### src/rtl/sample_playback_ctrl_if.sv
// sample_playback_ctrl_if: flash Avalon-MM read port, codec write handshake and playback controls.
interface sample_playback_ctrl_if #(parameter int ADDR_W = 23);
  logic [1:0]        mode;
  logic              pause;
  logic              flash_mem_read;
  logic [ADDR_W-1:0] flash_mem_address;
  logic              flash_mem_waitrequest;
  logic [31:0]       flash_mem_readdata;
  logic              flash_mem_readdatavalid;
  logic              write_ready;
  logic              write_s;
  logic [15:0]       writedata_left;
  logic [15:0]       writedata_right;
  logic              wrapped;
  modport master (
    input  mode, pause, flash_mem_waitrequest, flash_mem_readdata, flash_mem_readdatavalid, write_ready,
    output flash_mem_read, flash_mem_address, write_s, writedata_left, writedata_right, wrapped
  );
  modport slave (
    output mode, pause, flash_mem_waitrequest, flash_mem_readdata, flash_mem_readdatavalid, write_ready,
    input  flash_mem_read, flash_mem_address, write_s, writedata_left, writedata_right, wrapped
  );
endinterface

### src/rtl/sample_playback_ctrl.sv
// sample_playback_ctrl: loops over a flash sample image, unpacks 16-bit mono samples,
// applies speed mode and volume shift, and hands each sample to both codec FIFOs.
module sample_playback_ctrl #(
  parameter int NUM_WORDS = 1048576,
  parameter int ADDR_W    = 23,
  parameter int VOL_SHIFT = 6
) (
  input logic clk,
  input logic resetb,
  sample_playback_ctrl_if.master bus
);
  localparam logic [2:0] IDLE       = 3'd0;
  localparam logic [2:0] FETCH      = 3'd1;
  localparam logic [2:0] WAIT_DATA  = 3'd2;
  localparam logic [2:0] WAIT_READY = 3'd3;
  localparam logic [2:0] WAIT_ACK   = 3'd4;
  localparam logic [ADDR_W-1:0] LAST = ADDR_W'(NUM_WORDS - 1);
  logic [2:0]  state;
  logic [1:0]  mode_q;
  logic [1:0]  k;
  logic [31:0] word;
  logic [15:0] data;
  logic [15:0] sample;
  logic [15:0] vol;
  logic [2:0]  sends;
  logic        last_send;
  always_comb begin
    sends     = mode_q == 2'b01 ? 3'd1 : mode_q == 2'b10 ? 3'd4 : 3'd2;
    sample    = (mode_q == 2'b10 ? k[1] : k[0]) ? word[31:16] : word[15:0];
    vol       = 16'($signed(sample) >>> VOL_SHIFT);
    last_send = ({1'b0, k} + 3'd1) >= sends;
  end
  assign bus.writedata_left  = data;
  assign bus.writedata_right = data;
  always_ff @(posedge clk or negedge resetb) begin
    if (!resetb) begin
      state                 <= IDLE;
      bus.flash_mem_read    <= 1'b0;
      bus.flash_mem_address <= '0;
      bus.write_s           <= 1'b0;
      bus.wrapped           <= 1'b0;
      data                  <= '0;
      word                  <= '0;
      mode_q                <= '0;
      k                     <= '0;
    end else begin
      bus.wrapped <= 1'b0;
      case (state)
        IDLE: begin
          state              <= FETCH;
          bus.flash_mem_read <= 1'b1;
        end
        FETCH: if (!bus.flash_mem_waitrequest) begin
          state              <= WAIT_DATA;
          bus.flash_mem_read <= 1'b0;
          mode_q             <= bus.mode;
        end
        WAIT_DATA: if (bus.flash_mem_readdatavalid) begin
          word  <= bus.flash_mem_readdata;
          k     <= '0;
          state <= WAIT_READY;
        end
        WAIT_READY: if (bus.write_ready && !bus.pause) begin
          bus.write_s <= 1'b1;
          data        <= vol;
          state       <= WAIT_ACK;
        end
        WAIT_ACK: if (!bus.write_ready) begin
          bus.write_s <= 1'b0;
          if (!last_send) begin
            k     <= k + 2'd1;
            state <= WAIT_READY;
          end else begin
            // last send of this word: step to the next word, wrapping at the image end
            bus.flash_mem_address <= bus.flash_mem_address == LAST ? '0 : bus.flash_mem_address + 1'b1;
            bus.wrapped           <= bus.flash_mem_address == LAST;
            bus.flash_mem_read    <= 1'b1;
            state                 <= FETCH;
          end
        end
        default: state <= IDLE;
      endcase
    end
  end
endmodule

### src/flat_wrapper.sv
// flat-port wrapper written by rule: the top's interface ports become plain ports
module sample_playback_ctrl_flat 
#(
  parameter int NUM_WORDS = 1048576,
  parameter int ADDR_W    = 23,
  parameter int VOL_SHIFT = 6
)
  (clk, resetb, bus_mode, bus_pause, bus_flash_mem_waitrequest, bus_flash_mem_readdata, bus_flash_mem_readdatavalid, bus_write_ready, bus_flash_mem_read, bus_flash_mem_address, bus_write_s, bus_writedata_left, bus_writedata_right, bus_wrapped);
  sample_playback_ctrl_if #(.ADDR_W(ADDR_W)) bus_i ();
  input logic clk;
  input logic resetb;
  input wire logic [$bits(bus_i.mode)-1:0] bus_mode;
  input wire logic [$bits(bus_i.pause)-1:0] bus_pause;
  input wire logic [$bits(bus_i.flash_mem_waitrequest)-1:0] bus_flash_mem_waitrequest;
  input wire logic [$bits(bus_i.flash_mem_readdata)-1:0] bus_flash_mem_readdata;
  input wire logic [$bits(bus_i.flash_mem_readdatavalid)-1:0] bus_flash_mem_readdatavalid;
  input wire logic [$bits(bus_i.write_ready)-1:0] bus_write_ready;
  output wire logic [$bits(bus_i.flash_mem_read)-1:0] bus_flash_mem_read;
  output wire logic [$bits(bus_i.flash_mem_address)-1:0] bus_flash_mem_address;
  output wire logic [$bits(bus_i.write_s)-1:0] bus_write_s;
  output wire logic [$bits(bus_i.writedata_left)-1:0] bus_writedata_left;
  output wire logic [$bits(bus_i.writedata_right)-1:0] bus_writedata_right;
  output wire logic [$bits(bus_i.wrapped)-1:0] bus_wrapped;
  assign bus_i.mode = bus_mode;
  assign bus_i.pause = bus_pause;
  assign bus_i.flash_mem_waitrequest = bus_flash_mem_waitrequest;
  assign bus_i.flash_mem_readdata = bus_flash_mem_readdata;
  assign bus_i.flash_mem_readdatavalid = bus_flash_mem_readdatavalid;
  assign bus_i.write_ready = bus_write_ready;
  assign bus_flash_mem_read = bus_i.flash_mem_read;
  assign bus_flash_mem_address = bus_i.flash_mem_address;
  assign bus_write_s = bus_i.write_s;
  assign bus_writedata_left = bus_i.writedata_left;
  assign bus_writedata_right = bus_i.writedata_right;
  assign bus_wrapped = bus_i.wrapped;
  sample_playback_ctrl #(.NUM_WORDS(NUM_WORDS), .ADDR_W(ADDR_W), .VOL_SHIFT(VOL_SHIFT)) u_core (.clk(clk), .resetb(resetb), .bus(bus_i));
endmodule
### config.mk
export PLATFORM = sky130hd
export DESIGN_NAME = sample_playback_ctrl_flat
export DESIGN_NICKNAME = d
export VERILOG_FILES = /design/src/rtl/sample_playback_ctrl_if.sv /design/src/rtl/sample_playback_ctrl.sv /design/src/flat_wrapper.sv
export SDC_FILE = /design/constraint.sdc
export NUM_CORES = 1
export LEC_CHECK = 0
export BUFFER_PORTS_ARGS = -buffer_cell sky130_fd_sc_hd__buf_2
export CAP_MARGIN = 20
export CORE_UTILIZATION = 40
export CTS_CLUSTER_DIAMETER = 50
export CTS_CLUSTER_SIZE = 20
export DETAILED_ROUTE_END_ITERATION = 10
export MAX_ROUTING_LAYER = met4
export PLACE_DENSITY = 0.65
export SETUP_SLACK_MARGIN = 0.1
export SLEW_MARGIN = 20
export SYNTH_ARGS = -nofsm -noshare
export SYNTH_HDL_FRONTEND = slang
export SYNTH_SLANG_ARGS = --single-unit
### constraint.sdc
create_clock -name clk -period 5.78 [get_ports clk]
set_clock_uncertainty 0.15 [all_clocks]
set_input_delay 0 -clock clk [delete_from_list [all_inputs] [get_ports clk]]
set_output_delay 0 -clock clk [all_outputs]
set_load 0.01 [all_outputs]
* After elaboration in Yosys (flattened, before gate mapping)
Index checks and enable logic that the tools add are counted.
Cells by class: add/subtract/negate cells 3, multiply operators 0, divide/modulo/power cells 0, $lt $le $gt $ge 1, eq/ne operators 13, shifts and indexed selects 0, muxes and demuxes 25, bitwise operators 2, reductions and logical operators 14
Operators by type and width (number):
- $add 23x1->23 const B | 1
- $eq 23x20->1 const B | 1
- $mux 23 | 1
- $mux 3 | 6
- $mux 16 | 1
- $pmux 3 s5 | 1
- $reduce_and 4->1 | 3
- $mux 1 | 9
- $mux 2 | 4
- $ne 2x2->1 const B | 4
- $eq 3x2->1 const B | 2
- $reduce_and 2->1 | 3
- $reduce_and 3->1 | 2
- $ne 2x1->1 const B | 2
- $pmux 2 s2 | 1
- $reduce_bool 2->1 | 2
- $add 2x1->3 const B | 1
- $eq 3x1->1 const B | 1
- $eq 3x3->1 const B | 1
- $ge 3x3->1 | 1
- $logic_not 3->1 | 1
- $pmux 1 s3 | 1
- $reduce_bool 3->1 | 1
- $add 2x1->2 const B | 1
- 6 further kinds | 7
Storage, ports and cells: bits in registers 75, bits in latches 0, RAM bits 0, bits in read-only memories 0, input bits 40, output and inout port bits 58, word-level logic and storage cells 67, memories kept 0

* Depth between registers and ports, before layout
word-level depth 7, mapped depth 10, mapped depth without buffers 8

* Worst setup path after synthesis
No wires, ideal clock.
path kind register -> register, start register u_core.k[0], end register u_core.bus.flash_mem_address[12], library setup time 0.127 ns, arrival 2.265 ns, data required time 5.503 ns, setup slack 3.239 ns, cell stages (with the launch flop) 8, buffers on the path 1, cells stage by stage dfrtp_1 ha_1 ha_1 a211oi_1 or3_1 buf_2 or4_4 xnor2_2
On the way: longest elaborated chain between the ends 3
Ends and longest elaborated chain:
- start: declaration | line sample_playback_ctrl.sv:20 | logic [1:0] k;
- start signal: assignment | line sample_playback_ctrl.sv:71 | k <= k + 2'd1;
- $add 2x1->3 | line sample_playback_ctrl.sv:31 | last_send = ({1'b0, k} + 3'd1) >= sends;
- $ge 3x3->1 | line sample_playback_ctrl.sv:31
- $reduce_and 3->1 (no line)
- end signal: assignment | line sample_playback_ctrl.sv:75 | bus.flash_mem_address <= bus.flash_mem_address == LAST ? '0 : bus.flash_mem_address + 1'b1;
- end: declaration | line sample_playback_ctrl_if.sv:17 | output flash_mem_read, flash_mem_address, write_s, writedata_left, writedata_right, wrapped
No other way between the ends. A chain may end at the register's enable or synchronous reset.

* Worst setup path after layout
start register u_core.mode_q[1], end register u_core.bus.flash_mem_address[5]
On the way: longest elaborated chain between the ends 5, elaborated cells on any way between the ends 6, those cells by class order compare: 1; eq/ne: 2; mux: 2; reduce/logical: 1
Ends and longest elaborated chain:
- start: declaration | line sample_playback_ctrl.sv:19 | logic [1:0] mode_q;
- start signal: assignment | line sample_playback_ctrl.sv:56 | mode_q <= bus.mode;
- $eq 2x2->1 | line sample_playback_ctrl.sv:28 | sends = mode_q == 2'b01 ? 3'd1 : mode_q == 2'b10 ? 3'd4 : 3'd2;
- $mux 3 | line sample_playback_ctrl.sv:28
- $mux 3 (*) | line sample_playback_ctrl.sv:28
- $ge 3x3->1 (*) | line sample_playback_ctrl.sv:31
- $reduce_and 3->1 (no line) (*)
Mark *: on every way between the ends. The rest lies on a longest branch, timed or not.

==> impl_metrics.yaml <==
power_and_ir_drop:
  switching_share: 0.321
  pwr-share-comb: 0.331
  p_switching_uw: 560
  peakVddDrop_uv: 162
  power_frac_seq: 0.394
  p_leak_nw: 1.99
  p_per_area_nw_per_um2: 425
  clkPwrFrac: 0.275
  p_int_mw: 1.19
cts:
  cts-root-buf: "clkbuf_8"
  cts_tree: "yes"
  ctsHoldBuffers: 32
  postCtsSetupBuffers: 0
  clk_latency_ps: 330
  ctsResizeCount: 0
  cts.htree.levels: 3
  cts.clk_slew.worst_paths_ps: 70
  cts-buffers-inserted: 9
  clk_path_buf_depth: 2
  cts_sinks: 63
route:
  met2_length_um: 3290
  postRouteAntennaNets: 0
  dr.pass1.iters: 4
  via_per_inst: 5.07
  routedWlPerCell_um: 13.7
  wl_met3_um: 346
  remaining_drc_errors: 0
  drt_iter0_drc: 93
  wirelength_um: 6820
  wl_met1_um: 3180
  vias: 2522
  highest_layer: "met4"
layout:
  final_nets: 438
  n_antenna_cell: 0
  drive_above_1_share: 0.334
  fin_util: 0.535
  area_growth_syn_to_layout_pct: 29.7
worst_setup_path:
  critPathCaptureType: "register"
  cpMaxStageDelayCell: "or3_1"
  critical_path_class: "register to register"
  cp.arrival_ps: 2920
  reg2regPathDepth: 8
  crit_chain: "inv_1 -> ha_1 -> ha_1 -> nand2b_1 -> a211oi_1 -> or3_1 -> nor2_1 -> a22o_1"
  cp-start-kind: "register"
  rr_startpoint: "u_core.mode_q[1]"
  path_max_fanout: 16
  crit_end: "u_core.bus.flash_mem_address[5]"
  cp_common_cell: "ha_1"
  reg2reg_setup_slack_ps: 2920
  critPathMaxStageDelay_ps: 540
  crit_family: "simple AND/OR/NAND/NOR gates"
  cp_data_required_time_ps: 5850
  crit_buf_inv: 1
  rr_endpoint: "u_core.bus.flash_mem_address[5]"
  cp-startpoint: "u_core.mode_q[1]"
  path_depth: 8
synthesis:
  yosysWarnings: 0
  synthArstFlopShare: 1.00
  synth_fp_nets: 338
  yosysTopAreaCellShare: 0.498
  synthTopCellsByArea: "dfrtp_1 50%, mux2_2 7.1%, buf_4 5.2%"
  synth_area_per_cell_um2: 10.9
  ys_types: 47
  ys_ff_latch: 63
  synth_area_um2: 3170
  synth.most_common_cell: "dfrtp_1"
  synth_top_cell_by_area: "dfrtp_1"
  synthFlopType: "dfrtp_1"
  ys_seq_area_frac: 0.498
  synthTopCellsByCount: "63 x dfrtp_1, 24 x nor2_1, 22 x buf_4, 20 x mux2_2"
  synth_edf_count: 0
  syn-instance-count: 290
timing:
  timing.final.hold_violations: 0
  fin_setup_tns_ps: 0
  tightestPinTransition_ps: 870
  finalCritPeriodShare: 0.494
  maxSlewHeadroom: 0.414
  hold_ws_ps: 212
  fin_crit_ps: 2860
  drv_slew: 0
  setup_viol: 0
  fmax_mhz: 350
  rsz0062_at_grt: "no"
floorplanning:
  io_pins: 98
  row_count: 32
  die_h_um: 91.0
  core_um2: 7690
  initial_core_util: 0.412
  die_w_um: 91.0
  dieArea_um2: 8280
placed_design:
  hpwl_um: 4420
  portBuffers: 85
  routabilityCongestion: 0.813
grt:
  grt_usage: 0.186
  overflow: 0
  grt_max_degree: 64
  antenna_found_initial: 0
  grt_pass1_wl_um: 11900
  grt_pass1_vias: 2466
run_status:
  outcome: "finished, final reports clean"
flow_run:
  cap_violations: 0
worst_hold_path:
  hp-class: "primary input to asynchronous set/reset pin"
==> flip-flops by register name, summed over array words and instances (netlist names) <==
signal	cells
u_core.k	2
u_core.bus.wrapped	1
u_core.bus.flash_mem_read	1
u_core.bus.flash_mem_address	23
u_core.state	3
u_core.mode_q	2
u_core.bus.writedata_left	10
u_core.bus.write_s	1
u_core.word	20
==> worst min-delay path: cells and delay by family <==
family | cells | cell delay [ps]
buffers and inverters | 3 | 1220
==> cell type report <==
type	count	area [um2]
Fill cell	696	3580
Timing Repair Buffer	121	776
Inverter	6	22.5
Clock buffer	11	151
Sequential cell	63	1580
Multi-Input combinational cell	189	1350
Tap cell	102	128
Clock inverter	5	104
==> power by group through the flow <==
stage	Sequential [mW]	Combinational (mW)	Clock, mW
global route	0.713	0.643	0.510
finish	0.688	0.578	0.480
CTS	0.689	0.585	0.493
global placement	0.687	0.534	0
floorplan	0.689	0.458	0
detailed placement	0.697	0.545	0
==> per-layer routing <==
metal  global-route usage  vias to the layer above
li1                     -                     1215
met1                0.239                     1226
met2                0.297                       79
met3               0.0427                        2
met4               0.0476                        0
met5                    -                        -
==> worst min path at each step <==
stage	depth (start not counted)	end	slack (ps)
global route	3	u_core.word[12]	270
finish	3	u_core.word[22]	210
detailed placement	2	u_core.word[22]	70
floorplan	0	u_core.bus.flash_mem_address[0]	-450
global placement	3	u_core.mode_q[1]	60
CTS	3	u_core.word[22]	240
==> per-stage QoR <==
stage	instance area, um2	std cells	total power, mW	worst slack [ps]
final	4110	497	1.75	2920
after global routing	4110	497	1.87	2660
after CTS	4110	497	1.77	2900
after detailed placement	3530	449	1.24	2940
after global placement	3530	449	1.22	2970
after floorplan	3170	290	1.15	3240
==> logic make-up after synthesis <==
family | after synthesis | synth area share
DFF | 63 | 0.498
muxes | 32 | 0.109
adders and majority gates | 8 | 0.0316
AOI/OAI and AO/OA | 51 | 0.104
xor gates and xnor gates | 11 | 0.0328
and+or+nand+nor | 87 | 0.149
buffers and inverters | 38 | 0.0754
==> cells in the final DEF, fill, tap and decap left out, types with 4 or more instances in the layout <==
cell type      count
ha_1               8
a21oi_1           13
o21ai_0           13
clkbuf_8          11
a21o_1             6
dfrtp_1           63
mux2_2            20
buf_2             85
mux2i_1           11
xnor2_1            7
nand3b_1           4
nand3_1           14
o31ai_1            5
buf_4              4
nand2_1           14
dlygate4sd3_1     32
nand4_1            5
nor3_1             7
nor2_1            24
inv_1              6
a22o_1             6
Note: power is estimated with default switching activity, not from simulation.
